### src/rtl/fetch_queue_pkg.sv
// Shared constants for the fetch queue: reset PC, PC stride and the occupancy width helper.
package fetch_queue_pkg;

  localparam logic [63:0] FqResetPc = 64'h0;
  localparam int unsigned FqPcInc   = 4;

  // Occupancy must represent 0..depth inclusive.
  function automatic int unsigned fq_cnt_w(input int unsigned depth);
    return $clog2(depth) + 1;
  endfunction

endpackage

### src/rtl/fq_fifo.sv
// Power-of-two circular buffer with first-word fall-through read and a synchronous flush.
module fq_fifo
  import fetch_queue_pkg::*;
#(
  parameter int unsigned DEPTH = 4,
  parameter int unsigned WIDTH = 64
) (
  input  logic                        clk,
  input  logic                        rst,
  input  logic                        flush,
  input  logic                        push,
  input  logic                        pop,
  input  logic [WIDTH-1:0]            wdata,
  output logic [WIDTH-1:0]            rdata,
  output logic [fq_cnt_w(DEPTH)-1:0]  count
);

  localparam int unsigned PW = $clog2(DEPTH);
  localparam int unsigned CW = fq_cnt_w(DEPTH);

  logic [WIDTH-1:0] mem [DEPTH];
  logic [PW-1:0]    wptr_q, rptr_q;
  logic [CW-1:0]    count_q;
  logic             do_push, do_pop;

  // Guards keep the occupancy in range even if the caller misbehaves.
  assign do_push = push && !flush && (count_q != CW'(DEPTH));
  assign do_pop  = pop && !flush && (count_q != '0);

  always_ff @(posedge clk or negedge rst) begin
    if (!rst) begin
      wptr_q  <= '0;
      rptr_q  <= '0;
      count_q <= '0;
    end else if (flush) begin
      wptr_q  <= '0;
      rptr_q  <= '0;
      count_q <= '0;
    end else begin
      if (do_push) wptr_q <= wptr_q + PW'(1);
      if (do_pop)  rptr_q <= rptr_q + PW'(1);
      count_q <= count_q + CW'(do_push) - CW'(do_pop);
    end
  end

  always_ff @(posedge clk) begin
    if (do_push) mem[wptr_q] <= wdata;
  end

  assign rdata = mem[rptr_q];
  assign count = count_q;

endmodule

### src/rtl/fetch_queue.sv
// Instruction fetch front end: sequential PC generation feeding a decoupling queue,
// with redirect flushing the queue and reloading the fetch PC.
module fetch_queue
  import fetch_queue_pkg::*;
#(
  parameter int unsigned   DEPTH    = 4,
  parameter int unsigned   IW       = 32,
  parameter int unsigned   AW       = 32,
  parameter logic [AW-1:0] RESET_PC = AW'(FqResetPc)
) (
  input  logic                    clk,
  input  logic                    rst,
  input  logic                    redirect,
  input  logic [AW-1:0]           redirect_pc,
  output logic [AW-1:0]           im_addr,
  input  logic [IW-1:0]           im_data,
  output logic                    out_valid,
  input  logic                    out_ready,
  output logic [AW-1:0]           out_pc,
  output logic [IW-1:0]           out_ins,
  output logic [$clog2(DEPTH):0]  count
);

  localparam int unsigned CW = fq_cnt_w(DEPTH);

  logic [AW-1:0]    fpc_q;
  logic             push, pop;
  logic [AW+IW-1:0] rdata;

  // Push decision uses the pre-edge count, so a full queue being popped does not refill.
  assign push      = (count != CW'(DEPTH)) && !redirect;
  assign pop       = out_valid && out_ready && !redirect;
  assign out_valid = (count != '0);
  assign im_addr   = fpc_q;

  always_ff @(posedge clk or negedge rst) begin
    if (!rst) begin
      fpc_q <= RESET_PC;
    end else if (redirect) begin
      fpc_q <= redirect_pc;
    end else if (push) begin
      fpc_q <= fpc_q + AW'(FqPcInc);
    end
  end

  fq_fifo #(
    .DEPTH(DEPTH),
    .WIDTH(AW + IW)
  ) u_fifo (
    .clk  (clk),
    .rst  (rst),
    .flush(redirect),
    .push (push),
    .pop  (pop),
    .wdata({fpc_q, im_data}),
    .rdata(rdata),
    .count(count)
  );

  assign out_pc  = rdata[IW +: AW];
  assign out_ins = rdata[IW-1:0];

endmodule

### config.mk
export PLATFORM = sky130hd
export DESIGN_NAME = fetch_queue
export DESIGN_NICKNAME = d
export VERILOG_FILES = /design/src/rtl/fetch_queue_pkg.sv /design/src/rtl/fq_fifo.sv /design/src/rtl/fetch_queue.sv
export SDC_FILE = /design/constraint.sdc
export NUM_CORES = 1
export LEC_CHECK = 0
export ABC_AREA = 1
export BUFFER_PORTS_ARGS = -buffer_cell sky130_fd_sc_hd__buf_4
export CAP_MARGIN = 5
export CORE_MARGIN = 1.5
export CORE_UTILIZATION = 50
export DETAILED_ROUTE_END_ITERATION = 7
export PLACE_DENSITY = 0.73
export SLEW_MARGIN = 25
export SYNTH_ARGS = -nofsm -noshare
export SYNTH_HDL_FRONTEND = slang
export SYNTH_HIERARCHICAL = 1
export SYNTH_SLANG_ARGS = --single-unit
### constraint.sdc
create_clock -name clk -period 6.35 [get_ports clk]
set_clock_uncertainty 0.15 [all_clocks]
set_input_delay 0.3175 -clock clk [delete_from_list [all_inputs] [get_ports clk]]
set_output_delay 0.3175 -clock clk [all_outputs]
set_load 0.1 [all_outputs]
==> results of run 1 <==
synthesized netlist by cell type (all sizes together) (5+ instances only):
cell	number	area share, %
dfrtp	39	7.8
ha	7	0.70
nand2	170	5.3
inv	49	1.5
nand3	43	1.8
o21ai	200	8.0
clkbuf	5	0.15
buf	45	2.8
xor2	8	0.56
nor2	253	8.2
o211ai	5	0.30
edfxtp	256	62
how the worst max path moves through the flow:
stage	startpoint	endpoint	slack (ps)	cells past startpoint
3_3_place_gp	u_fifo/count[1]	u_fifo/mem[0][21]	2590	9
4_1_cts	u_fifo/count[1]	u_fifo/mem[1][2]	2540	9
5_1_grt	u_fifo/count[1]	u_fifo/mem[2][6]	2370	9
3_5_place_dp	u_fifo/count[1]	u_fifo/mem[1][58]	2570	9
2_1_floorplan	u_fifo/count[1]	u_fifo/mem[0][0]	900	9
6_report	u_fifo/count[1]	u_fifo/mem[2][10]	2680	9
power groups by stage:
stage / Sequential (mW) / Clock (mW) / Combinational, mW
floorplan: 2.64 / 0 / 0.639
global placement: 2.43 / 0 / 1.13
detailed placement: 2.44 / 0 / 1.15
CTS: 2.40 / 1.70 / 1.19
global route: 2.42 / 1.79 / 1.24
finish: 2.40 / 1.68 / 1.19
sequential cells by signal (all words and copies together), names as in the netlist:
signal         count
im_addr           32
u_fifo/rptr_q      2
u_fifo/mem       256
u_fifo/count       3
u_fifo/wptr_q      2
cell families after synthesis:
logic type	after synthesis	share of synthesized area, %
DFF	295	69.57
and+or+nand+nor	474	15.65
buffers and inverters	99	4.451
AOI/OAI and AO/OA	215	8.903
xor gates and xnor gates	8	0.5627
adders and majority gates	8	0.8641
cell type report:
| class | instances | area (µm²) |
|---|---|---|
| fillers | 1857 | 8930 |
| repair buffers | 240 | 2004 |
| well taps | 324 | 405.4 |
| clock inverters | 13 | 170.2 |
| multi-input cells | 705 | 3264 |
| flip-flops and latches | 295 | 8667 |
| clock buffers | 38 | 759.5 |
| inverters | 49 | 190.2 |
repair_timing:
action	4_1_cts	5_1_grt
hold endpoints to repair	199	0
hold buffers	65	0
resized for setup	0	0
endpoints found under the setup margin	0	0
per-layer routing:
metal	global-route usage, %	vias to the layer above
met1	30.66	4247
met5	0	-
li1	-	4218
met3	3.461	50
met4	5.976	0
met2	36.52	313
==> impl_metrics.tcl, run 1 <==
set metrics [dict create \
    drive_gt1_share_pct 18.43 \
    clk_latency_ps 540 \
    tns_ps 0 \
    synth_top_flop_cell "edfxtp_1" \
    switching_share_pct 33.04 \
    num_vias 8828 \
    ff2ff_path_depth 9 \
    diodes 0 \
    synth_area_um2 12450 \
    yosysSeqAreaShare_pct 69.57 \
    post_dp_cell_area_um2 13850 \
    wl_met3_mm 1.751 \
    hold_path_depth 2 \
    max_freq_mhz 272.7 \
    syn_inst 1099 \
    grt_pass1_wl_mm 45.13 \
    p_leak_nw 5.926 \
    peakVddDrop_v 0.0001909 \
    rsz0062_at_grt "false" \
    fin_ws_ps 2683 \
    end_kind "flop" \
    fin_cells 1664 \
    drv_slew 0 \
    cp_slowest_stage_delay_ps 770 \
    crit_chain "nor2_1, nand2_1, inv_2, nor2_4, inv_1, nor2_1, nand2_1, nor2_4, buf_4" \
    syn-num-nets 1175 \
    cts_tree "built" \
    dp_slack_ps 2572 \
    r2r-end "u_fifo/mem[2][10]" \
    first_global_vias 8515 \
    hold_slack_ps 56.43 \
    routabilityCongestion 0.8737 \
    io_pins 168 \
    layout_min_cycle_time_ps 3667 \
    num_rows 57 \
    crit_buf_inv 3 \
    p_int_mw 3.526 \
    ys_seq_elements 295 \
    avgSynthCellArea_um2 11.33 \
    fin_util_pct 63.39 \
    p_seq_share_pct 45.6 \
    arrival_ps 3680 \
    p_sw_mw 1.740 \
    ant_nets 0 \
    numCtsBuffers 29 \
    fp.dieH_um 160.8 \
    hold_class "in -> reg" \
    die_x_um 160.8 \
    clk_pin_slew_ps 60 \
    routed.top_layer "met4" \
    cp-start-kind "flop" \
    overflow 0 \
    power.share.clock_pct 31.9 \
    root_buffer "clkbuf_16" \
    final_area_um2 15460 \
    critPathTopFamily "simple AND/OR/NAND/NOR gates" \
    met1_length_mm 12.26 \
    h-tree-depth 1 \
    mostFrequentLayoutCell "edfxtp_1" \
    synth_edf_count 256 \
    tightest_slew_ps 967.9 \
    coreArea_um2 24390 \
    critPathMaxFanout 35 \
    place_inst 1547 \
    drt_iter0_markers 829 \
    grt_antenna_before_repair 0 \
    min_to "u_fifo/count[0]" \
    area_growth_pct 24.17 \
    slew_headroom_pct 35.40 \
    hold_viol_final 0 \
    via_per_inst 5.305 \
    period_share_pct 57.75 \
    wl_met2_mm 14.15 \
    cts.path.max_buffers 3 \
    wirelength_mm 28.74 \
    post_cts_buffers 0 \
    reg2reg_from "u_fifo/count[1]" \
    final_nets 1396 \
    fin_total_pwr_mw 5.265 \
    criticalPathCategory "reg -> reg" \
    die-area_um2 25860 \
    yosys_warnings 6 \
    status "complete, no violations" \
    grt_max_degree 131 \
    synth.distinct_cells 32 \
    p_per_area_nw_per_um2 340.6 \
    async_reset_ff_share_pct 13.22 \
    cts.sinks 295 \
    setup_viol_count_final 0 \
    layout_common_cells "256 x edfxtp_1, 236 x nor2_1, 173 x buf_4" \
    first_pass_iters 5 \
    port_buffers 167 \
    worstHoldStart "redirect" \
    reg2reg_slack_ps 2680 \
    required_ps 6370 \
    comb_power_share_pct 22.5 \
    dpl.hpwl_mm 17.51 \
    drc 0 \
    critPathSlowestCell "nor2_4" \
    routedWlPerCell_um 17.27 \
    start_util_pct 51.05 \
    cap_violations 0 \
    grt_usage_pct 22.08 \
]
Power figures use the tool's default switching activity.
==> run 2: changes to the inputs <==
Clock period 6.35 ns to 3.45 ns, I/O delays scaled along.
==> run 2 against run 1 <==
  * Power increased by 81%
  * Highest routed layer unchanged
  * Critical path type is now reg -> out
  * Clock power increased by 75%
  * Clock-buffer cell count is 6 lower
  * Die area did not move
  * Largest cell class unchanged
  * Global-route usage is 0.98 points lower
==> impl_metrics.tcl, run 2 (same netlist as run 1, synthesis figures left out) <==
set metrics [dict create \
    h-tree-depth 1 \
    grt_antenna_before_repair 0 \
    cts_resized 0 \
    p_leak_nw 5.967 \
    dpl.hpwl_mm 16.28 \
    root_buffer "clkbuf_16" \
    mostFrequentLayoutCell "edfxtp_1" \
    drc 0 \
    diodes 0 \
    die-area_um2 25860 \
    end_kind "output pin" \
    num_vias 8696 \
    fin_ws_ps 401.6 \
    tightest_slew_ps 607.5 \
    arrival_ps 2730 \
    rsz0062_at_grt "false" \
    final_nets 1404 \
    cts.path.max_buffers 3 \
    period_share_pct 88.36 \
    fp.dieH_um 160.8 \
    grt_pass1_wl_mm 43.23 \
    num_rows 57 \
    cap_violations 0 \
    critPathMaxFanout 78 \
    cts.sinks 295 \
    reg2reg_from "u_fifo/count[1]" \
    port_buffers 167 \
    criticalPathCategory "reg -> out" \
    tns_ps 0 \
    critPathLaunch "u_fifo/rptr_q[0]" \
    required_ps 3130 \
    use_met2_pct 35.50 \
    busiest_layer "met2" \
    reg2reg_slack_ps 930 \
    hold_viol_final 0 \
    largest-register "u_fifo/mem" \
    cts_tree "built" \
    ant_nets 0 \
    layout_common_cells "256 x edfxtp_1, 236 x nor2_1, 171 x buf_4" \
    coreArea_um2 24390 \
    io_pins 168 \
    grt_usage_pct 21.09 \
    largest_reg_flops 256 \
    setup_viol_count_final 0 \
    max_freq_mhz 328.0 \
    met3_usage_pct 3.073 \
    first_global_vias 8232 \
    clk_pin_slew_ps 60 \
    peakVddDrop_v 0.0005139 \
    drive_gt1_share_pct 19.48 \
    drt_iter0_markers 719 \
    p_per_area_nw_per_um2 612.4 \
    worstHoldStart "im_data[2]" \
    met1_usage_pct 29.21 \
    drv_slew 0 \
    clk_latency_ps 530 \
    area_growth_pct 25.03 \
    overflow 0 \
    grt_max_degree 122 \
    via_per_inst 5.195 \
    start_util_pct 51.05 \
    numCtsBuffers 29 \
    routedWlPerCell_um 16.45 \
    cp-start-kind "flop" \
    routabilityCongestion 0.9222 \
    status "complete, no violations" \
    die_x_um 160.8 \
    layout_min_cycle_time_ps 3048 \
    slew_headroom_pct 59.50 \
    fill_cells 1877 \
    dp_slack_ps 943.3 \
    first_pass_iters 5 \
    hold_class "in -> reg" \
    wirelength_mm 27.54 \
]
## run 2: changes by cell type in the layout (fill, tap and decap cells not counted), sizes merged
cell         delta
clkinvlp        +2
bufinv          -3
clkbuf          -6
dlygate4sd3     +4
inv             +1
clkinv          +8
buf             +4
## run 2: worst max-delay path: stages (launching register included)
cell	delay, ps
dfrtp_4	710
inv_4	400
buf_12	330
o21ai_0	130
o21ai_1	210
buf_4	320
## run 2: worst paths after layout
| check | end | cells past startpoint |
|---|---|---|
| setup / recovery | out_ins[11] | 5 |
| hold / removal | u_fifo/mem[0][2] | 2 |
| setup reg to reg | u_fifo/count[2] | 15 |
| hold reg to reg | u_fifo/wptr_q[1] | 2 |
| max in group asynchronous | im_addr[27] | 4 |
| min in group asynchronous | u_fifo/wptr_q[1] | 3 |
## run 2: cell type report
class                   count  area (µm²)  area share [%]
clock buffers              32       757.0           4.862
clock inverters            21       143.9          0.9242
inverters                  49       187.7           1.205
multi-input cells         705        3264           20.97
flip-flops and latches    295        8676           55.73
well taps                 324       405.4           2.604
repair buffers            248        2135           13.71
## run 2: report_power, final
group          leakage [nW]  switching, mW  internal (mW)
combinational          2.72           1.70          0.483
sequential             2.80          0.229           4.18
clock                 0.442           1.29           1.66
total                  5.97           3.21           6.32
## run 2: per-stage QoR
step	instance area (µm²)	utilization (%)	power [mW]	cells	hold WS, ps
finish	15570	63.83	9.534	1674	232.2
global placement	13980	57.30	6.585	1552	35.43
CTS	15570	63.83	9.604	1674	205.4
floorplan	12490	-	6.032	1099	-273.1
detailed placement	13980	57.30	6.606	1552	38.27
global route	15570	63.83	9.868	1674	215.0
## run 2: repair_timing
item / in CTS / in global routing
hold buffers: 69 / 0
setup buffers: 0 / 0
endpoints found under the hold margin: 206 / 0
## run 2: layer usage
| metal | share of wire, % | wire length, µm |
|---|---|---|
| met2 | 48 | 13190 |
| met3 | 6.3 | 1748 |
| met5 | 0 | 0 |
| met4 | 1.6 | 431 |
| met1 | 44 | 12170 |
==> run 3: changes to the inputs <==
Settings changed: CELL_PAD_IN_SITES_DETAIL_PLACEMENT set to 2, CELL_PAD_IN_SITES_GLOBAL_PLACEMENT set to 2, CORE_UTILIZATION 50 to 38, PLACE_DENSITY 0.73 to 0.81, SLEW_MARGIN 25 to unset.
==> run 3 against run 2 <==
  * Design area rose by 2.3%
  * Sequential share of layout area down 1.2 points
  * Die area grew 31%
==> impl_metrics.tcl, run 3 (same netlist as run 1, synthesis figures left out) <==
set metrics [dict create \
    status "complete, no violations" \
    final_area_um2 15920 \
    r2r-end "u_fifo/count[2]" \
    h-tree-depth 1 \
    post_cts_buffers 0 \
    routabilityCongestion 0.8016 \
    fin_cells 1800 \
    root_buffer "clkbuf_16" \
    place_inst 1676 \
    area_growth_pct 27.87 \
    drc 0 \
    ff2ff_path_depth 15 \
    cp-start-kind "flop" \
    clk_pin_slew_ps 60 \
    cts.sinks 295 \
    start_util_pct 38.47 \
    ant_nets 0 \
    largest_reg_flops 256 \
    largest-register "u_fifo/mem" \
    slew_headroom_pct 46.32 \
    cts.path.max_buffers 3 \
    reg2reg_slack_ps 800 \
    fin_ws_ps 287.4 \
    port_buffers 167 \
    dp_slack_ps 792.9 \
    num_rows 66 \
    criticalPathCategory "reg -> out" \
    die_x_um 184.0 \
    post_dp_cell_area_um2 14190 \
    tightest_slew_ps 805.1 \
    routedWlPerCell_um 22.85 \
    num_vias 9340 \
    setup_viol_count_final 0 \
    hold_class "in -> async" \
    fp.dieH_um 184.0 \
    first_pass_iters 4 \
    dpl.hpwl_mm 25.09 \
    cts_resized 0 \
    end_kind "output pin" \
    clk_latency_ps 560 \
    tns_ps 0 \
    via_per_inst 5.189 \
    diodes 0 \
    cts_tree "built" \
    period_share_pct 91.67 \
    die-area_um2 33860 \
    hold_viol_final 0 \
    cap_violations 0 \
    fin_total_pwr_mw 10.25 \
    wirelength_mm 41.13 \
    rsz0062_at_grt "false" \
    layout_min_cycle_time_ps 3163 \
    max_freq_mhz 316.2 \
    drive_gt1_share_pct 19.59 \
    drt_iter0_markers 535 \
    grt_max_degree 83 \
    p_per_area_nw_per_um2 643.6 \
    p_leak_nw 6.057 \
    overflow 0 \
    required_ps 3130 \
    grt_usage_pct 24.71 \
    grt_antenna_before_repair 0 \
    final_nets 1410 \
    layout_common_cells "256 x edfxtp_1, 236 x nor2_1, 175 x buf_4" \
    grt_pass1_wl_mm 62.70 \
    first_global_vias 10550 \
    ctsHoldBuffers 67 \
    peakVddDrop_v 0.0003562 \
    critPathMaxFanout 53 \
    io_pins 168 \
    mostFrequentLayoutCell "edfxtp_1" \
    arrival_ps 2840 \
    reg2reg_from "u_fifo/count[1]" \
    coreArea_um2 32370 \
    drv_slew 0 \
    numCtsBuffers 31 \
]
[run 3: critical path, cell delays in order (launching register included)]
cell	delay, ps
dfrtp_1	380
clkinv_2	620
buf_4	510
nor2_1	170
o21ai_0	140
o21ai_1	120
buf_4	310
[run 3: worst max-delay path by stage]
stage,startpoint,to
floorplan,u_fifo/count[1],u_fifo/mem[0][0]
global placement,u_fifo/count[1],u_fifo/count[2]
detailed placement,u_fifo/count[1],u_fifo/count[2]
CTS,u_fifo/rptr_q[0],out_pc[26]
global route,u_fifo/rptr_q[1],out_ins[20]
finish,u_fifo/rptr_q[1],out_ins[16]
[run 3: cell type report]
cell class	instances	area, µm²
fillers	3256	16450
flip-flops and latches	295	8676
multi-input cells	705	3264
repair buffers	252	2185
clock buffers	38	812.0
well taps	442	553.0
clock inverters	19	245.2
inverters	49	187.7
[run 3: power by group]
group / internal (mW) / switching (mW)
Sequential: 4.18 / 0.283
Combinational: 0.488 / 1.78
Clock: 2.11 / 1.41
Total: 6.78 / 3.47
[run 3: routing by layer]
layer / global-route usage [%] / vias to the layer above / share of wire, %
met5: 0 / - / 0
met4: 6.426 / 0 / 2.4
met3: 3.269 / 65 / 3.9
met2: 45.41 / 236 / 53
met1: 30.47 / 4780 / 41
li1: - / 4259 / -
[run 3: per-stage QoR]
stage / utilization (%) / hold slack, ps
global route: 49.19 / 39.06
finish: 49.19 / 16.18
global placement: 43.85 / 50.10
detailed placement: 43.85 / 63.62
CTS: 49.19 / 15.83
floorplan: - / -273.1
